[src/rtl/opcode_pkg.sv]
// Shared constants and types for the opcode issuing path.
// The arbitration variant is selected by OPCODE_ENC_RR_EN (round-robin when defined).
package opcode_pkg;

    localparam logic       OP_PFX_A = 1'b1;
    localparam logic [1:0] OP_PFX_B = 2'b01;
    localparam logic [2:0] OP_PFX_C = 3'b001;
    localparam logic [3:0] OP_IDLE  = 4'b0000;

    typedef enum logic {
        ST_EMPTY,
        ST_FULL
    } state_e;

    typedef enum logic [1:0] {
        CLS_A = 2'd0,
        CLS_B = 2'd1,
        CLS_C = 2'd2
    } cls_e;

    // Recovers the requester class from an issued opcode using the decoder's priority.
    function automatic cls_e opcode_class(input logic [3:0] op);
        if (op[3]) begin
            return CLS_A;
        end else if (op[2]) begin
            return CLS_B;
        end else begin
            return CLS_C;
        end
    endfunction

endpackage

[src/rtl/opcode_arbiter.sv]
// One-hot grant selection over requesters A (bit 0), B (bit 1), C (bit 2).
// OPCODE_ENC_RR_EN selects round-robin starting after the last granted class; otherwise A > B > C.
module opcode_arbiter
    import opcode_pkg::*;
(
`ifdef OPCODE_ENC_RR_EN
    input  cls_e       ptr,
`endif
    input  logic [2:0] req,
    output logic [2:0] grant
);

`ifdef OPCODE_ENC_RR_EN
    always_comb begin
        grant = 3'b000;
        case (ptr)
            CLS_A: begin
                if (req[1])      grant = 3'b010;
                else if (req[2]) grant = 3'b100;
                else if (req[0]) grant = 3'b001;
            end
            CLS_B: begin
                if (req[2])      grant = 3'b100;
                else if (req[0]) grant = 3'b001;
                else if (req[1]) grant = 3'b010;
            end
            default: begin
                if (req[0])      grant = 3'b001;
                else if (req[1]) grant = 3'b010;
                else if (req[2]) grant = 3'b100;
            end
        endcase
    end
`else
    always_comb begin
        grant = 3'b000;
        if (req[0])      grant = 3'b001;
        else if (req[1]) grant = 3'b010;
        else if (req[2]) grant = 3'b100;
    end
`endif

endmodule

[src/rtl/opcode_encoder.sv]
// Arbitrates requesters A/B/C into class-prefixed opcodes behind a one-entry valid/ready stage.
// Define OPCODE_ENC_RR_EN for round-robin arbitration; default is fixed priority A > B > C.
module opcode_encoder
    import opcode_pkg::*;
#(
    parameter int CNT_W = 8
) (
    input  logic             clk,
    input  logic             reset_n,
    input  logic             req_a,
    input  logic             req_b,
    input  logic             req_c,
    input  logic [2:0]       tag_a,
    input  logic [1:0]       tag_b,
    input  logic             tag_c,
    output logic             grant_a,
    output logic             grant_b,
    output logic             grant_c,
    output logic [3:0]       opcode,
    output logic             op_valid,
    input  logic             op_ready,
    input  logic             cnt_clr,
    output logic [CNT_W-1:0] cnt_a,
    output logic [CNT_W-1:0] cnt_b,
    output logic [CNT_W-1:0] cnt_c
);

    localparam logic [CNT_W-1:0] CNT_MAX = '1;

    state_e     state;
    logic       capture_ok;
    logic       handshake;
    logic [2:0] req_vec;
    logic [2:0] grant;
    logic [3:0] next_opcode;
    cls_e       xfer_cls;

    // Grants are suppressed while reset is asserted so a held request is never lost.
    assign capture_ok = reset_n && ((state == ST_EMPTY) || op_ready);
    assign req_vec    = {req_c, req_b, req_a} & {3{capture_ok}};
    assign handshake  = op_valid && op_ready;
    assign xfer_cls   = opcode_class(opcode);

`ifdef OPCODE_ENC_RR_EN
    cls_e rr_ptr;

    always_ff @(posedge clk) begin
        if (!reset_n) begin
            rr_ptr <= CLS_A;
        end else if (grant[0]) begin
            rr_ptr <= CLS_A;
        end else if (grant[1]) begin
            rr_ptr <= CLS_B;
        end else if (grant[2]) begin
            rr_ptr <= CLS_C;
        end
    end

    opcode_arbiter u_arbiter (
        .ptr   (rr_ptr),
        .req   (req_vec),
        .grant (grant)
    );
`else
    opcode_arbiter u_arbiter (
        .req   (req_vec),
        .grant (grant)
    );
`endif

    assign grant_a = grant[0];
    assign grant_b = grant[1];
    assign grant_c = grant[2];

    always_comb begin
        next_opcode = OP_IDLE;
        if (grant[0]) begin
            next_opcode = {OP_PFX_A, tag_a};
        end else if (grant[1]) begin
            next_opcode = {OP_PFX_B, tag_b};
        end else if (grant[2]) begin
            next_opcode = {OP_PFX_C, tag_c};
        end
    end

    always_ff @(posedge clk) begin
        if (!reset_n) begin
            state    <= ST_EMPTY;
            opcode   <= OP_IDLE;
            op_valid <= 1'b0;
        end else if (|grant) begin
            state    <= ST_FULL;
            opcode   <= next_opcode;
            op_valid <= 1'b1;
        end else if ((state == ST_FULL) && op_ready) begin
            state    <= ST_EMPTY;
            opcode   <= OP_IDLE;
            op_valid <= 1'b0;
        end
    end

    // Counters track completed transfers, keyed by the opcode leaving the stage.
    always_ff @(posedge clk) begin
        if (!reset_n || cnt_clr) begin
            cnt_a <= '0;
            cnt_b <= '0;
            cnt_c <= '0;
        end else if (handshake) begin
            case (xfer_cls)
                CLS_A:   if (cnt_a != CNT_MAX) cnt_a <= cnt_a + 1'b1;
                CLS_B:   if (cnt_b != CNT_MAX) cnt_b <= cnt_b + 1'b1;
                default: if (cnt_c != CNT_MAX) cnt_c <= cnt_c + 1'b1;
            endcase
        end
    end

endmodule

[config.mk]
export PLATFORM = sky130hd
export DESIGN_NAME = opcode_encoder
export DESIGN_NICKNAME = d
export VERILOG_FILES = /design/src/rtl/opcode_pkg.sv /design/src/rtl/opcode_arbiter.sv /design/src/rtl/opcode_encoder.sv
export SDC_FILE = /design/constraint.sdc
export NUM_CORES = 1
export LEC_CHECK = 0
export CORE_ASPECT_RATIO = 1.5
export CORE_UTILIZATION = 46
export DETAILED_ROUTE_END_ITERATION = 6
export PLACE_DENSITY = 0.88
export REMOVE_ABC_BUFFERS = 1
export SYNTH_ARGS = -nofsm -noshare
export SYNTH_HDL_FRONTEND = slang
export SYNTH_SLANG_ARGS = --single-unit
[constraint.sdc]
create_clock -name clk -period 2.21 [get_ports clk]
set_clock_uncertainty 0.2 [all_clocks]
set_input_delay 0.3315 -clock clk [delete_from_list [all_inputs] [get_ports clk]]
set_output_delay 0.3315 -clock clk [all_outputs]
set_load 0.05 [all_outputs]
==> metrics.yaml <==
path_class: "in2out"
leakage_nw: 0.761
ys_seq_area_share_pct: 39.3
outcome: "finished clean"
path_max_fanout: 3
synthSimpleGateAreaFrac_pct: 27.3
end_kind: "output pin"
holdPathEnd: "opcode[0]"
min_period_over_period_pct: 97.4
cts_root_buffer: "clkbuf_8"
clock_latency_ps: 280
drive_gt1_share_pct: 11.2
drcViolationCount: 0
via_per_inst: 5.46
cts_tree: "done"
ys_seq_elements: 29
multi_input_area_um2: 861
placement_rows: 24
synth_mux_area_share_pct: 2.71
antenna_found_initial: 0
finalHoldViolations: 0
hold_depth: 2
hold_path_class: "reg2reg"
grt_pass1_vias: 1256
clock_path_buffers: 2
syn_area_mm2: 0.00148
area_growth_syn_to_layout_pct: 43.9
ant_nets: 0
async_reset_ff_share_pct: 0
min_period_ps: 2150
max_cap_violations: 0
synth_fa_ha_area_share_pct: 2.54
die_area_mm2: 0.00345
rsz0062_at_grt: "false"
start_kind: "input port"
io_buffers: 44
grt_max_degree: 13
synth-xor-area-share_pct: 6.52
clock-sinks: 29
ys.warnings.count: 0
synth_top_family_by_area: "simple AND/OR/NAND/NOR gates"
fin_util_pct: 71.5
firstDrtPassIters: 6
hold_start: "opcode[0]"
h-tree-depth: 2
relSlewSlack_pct: 66.2
place_area_mm2: 0.00204
power_density_mw_per_mm2: 522
fp.dieH_um: 71.4
worst_ep_arrival_time_ps: 1620
final_max_slew_viol_count: 0
grtUsageTotal_pct: 20.8
synth_compound_area_share_pct: 18.8
r2r_setup_slack_ps: 500
start_util_pct: 49.7
setup_viol: 0
hold_buffers: 0
tightest_slew_ps: 505
path_clk_slew_ps: 60
cts_buffers: 5
nets: 238
irDropWorstVdd_v: 0.000406
place_hpwl_um: 2300
reg2reg_from: "cnt_a[0]"
insertedDiodeCount: 0
post_synth.cell_area_avg_um2: 8.80
drt_iter0_drc: 20
drt-total-wl_um: 3110
grt_pass1_wl_um: 5220
die_w_um: 48.3
core_mm2: 0.00297
seq_area_um2: 581
yosysUniqueCellTypes: 45
synth_edf_count: 0
wl_per_cell_um: 11.9
reg2reg_depth: 5
wl_met1_um: 1320
globalplace.congestion: 0.831
dr_wl_met3_um: 129
worstPathRequired_ps: 1680
fin_area_mm2: 0.00213
fmax_mhz: 465
overflow: 0
io-pin-count: 45
wl_met2_um: 1570
r2r-end: "cnt_a[7]"
fin_setup_tns_ps: 0
synthFlopType: "dfxtp_1"
fillCellCount: 223
syn_inst: 168
highest_layer: "met4"
num_vias: 1430
layout make-up:
cell class | instances | share of cell area [%]
Clock inverter | 2 | 0.471
Timing Repair Buffer | 52 | 25.0
Tap cell | 39 | 2.30
Inverter | 6 | 1.06
Multi-Input combinational cell | 128 | 40.5
Clock buffer | 6 | 3.41
Sequential cell | 29 | 27.3
worst max-delay path, cell delays in order:
cell             delay, ps
clkdlybuf4s50_1        490
or2b_1                 130
nand2_1                100
nor4b_2                280
buf_4                  160
buf_12                 120
timing repair:
item	4_1_cts	5_1_grt
hold endpoints to repair	0	0
setup endpoints to repair	0	1
setup buffers	0	0
resized for setup	0	1
synth_stat cells (all sizes together), types with 4 or more instances:
cell	instances	area [um^2]
xor2	9	78.8
a21oi	6	30.0
nand4	4	31.3
nor2	13	48.8
o21ai	11	66.3
o211ai	8	60.1
inv	6	22.5
mux2i	4	40.0
nand2	18	67.6
dfxtp	29	581
nand3	7	47.6
and3	5	36.3
clkbuf	4	15.0
flip-flops by register name (all words and copies together) (netlist names):
| name | cells |
|---|---|
| opcode | 4 |
| cnt_a | 8 |
| cnt_c | 8 |
| state | 1 |
| cnt_b | 8 |
cell families (layout without fill, tap and decap cells):
group	Yosys count	after routing
compound gates	40	40
xor+xnor	11	11
flops	29	29
buf+inv	11	66
fa+ha+maj	3	3
simple gates	70	70
mux	4	4
power breakdown:
| group | leakage [nW] | total (W) | internal [W] | switching (W) |
|---|---|---|---|---|
| sequential | 0.235 | 0.000542 | 0.000532 | 0.0000101 |
| combinational | 0.482 | 0.000156 | 0.0000710 | 0.0000848 |
| clock | 0.0450 | 0.000411 | 0.000217 | 0.000194 |
| total | 0.761 | 0.00111 | 0.000820 | 0.000288 |
how the worst max path moves through the flow:
stage,start,to,slack (ps),cells after the start
finish,op_ready,grant_c,60,6
global route,cnt_a[3],cnt_a[3],20,1
CTS,op_ready,grant_c,50,6
detailed placement,op_ready,grant_c,70,6
global placement,op_ready,grant_c,70,6
floorplan,state,grant_c,-850,3
per-layer routing:
metal  GRT usage (%)  vias to the layer above
met5               0                        -
met4            13.0                        0
met3            4.79                        5
met2            33.3                       39
met1            23.3                      654
li1                -                      732
per-stage QoR:
| stage | std cells | setup WS (ps) | total power [W] | hold WS (ps) |
|---|---|---|---|---|
| 6_report | 262 | 57.5 | 0.00111 | 294 |
| 4_1_cts | 262 | 47.2 | 0.00112 | 295 |
| 2_1_floorplan | 163 | -847 | 0.000634 | 253 |
| 5_1_grt | 262 | 20.2 | 0.00115 | 313 |
| 3_5_place_dp | 254 | 68.4 | 0.000708 | 279 |
| 3_3_place_gp | 254 | 69.6 | 0.000708 | 285 |
placed cells by master, fill, tap and decap left out, types with 3 or more instances in the layout:
cell type	netlist	final
o21ai_1	4	4
inv_1	6	6
or3_1	3	3
clkdlybuf4s50_1	0	41
ha_1	3	3
or4_1	3	3
and3_1	4	4
o21ai_0	6	6
nand2_1	18	18
a21oi_1	6	6
clkbuf_8	0	5
buf_4	0	8
dfxtp_1	29	29
nand3_1	6	6
nor2_1	13	13
buf_12	0	3
o211ai_1	8	8
nor3_1	3	3
nand4_1	3	3
xor2_1	9	9
mux2i_1	4	4
No activity file was read; power rests on OpenSTA's default activity.
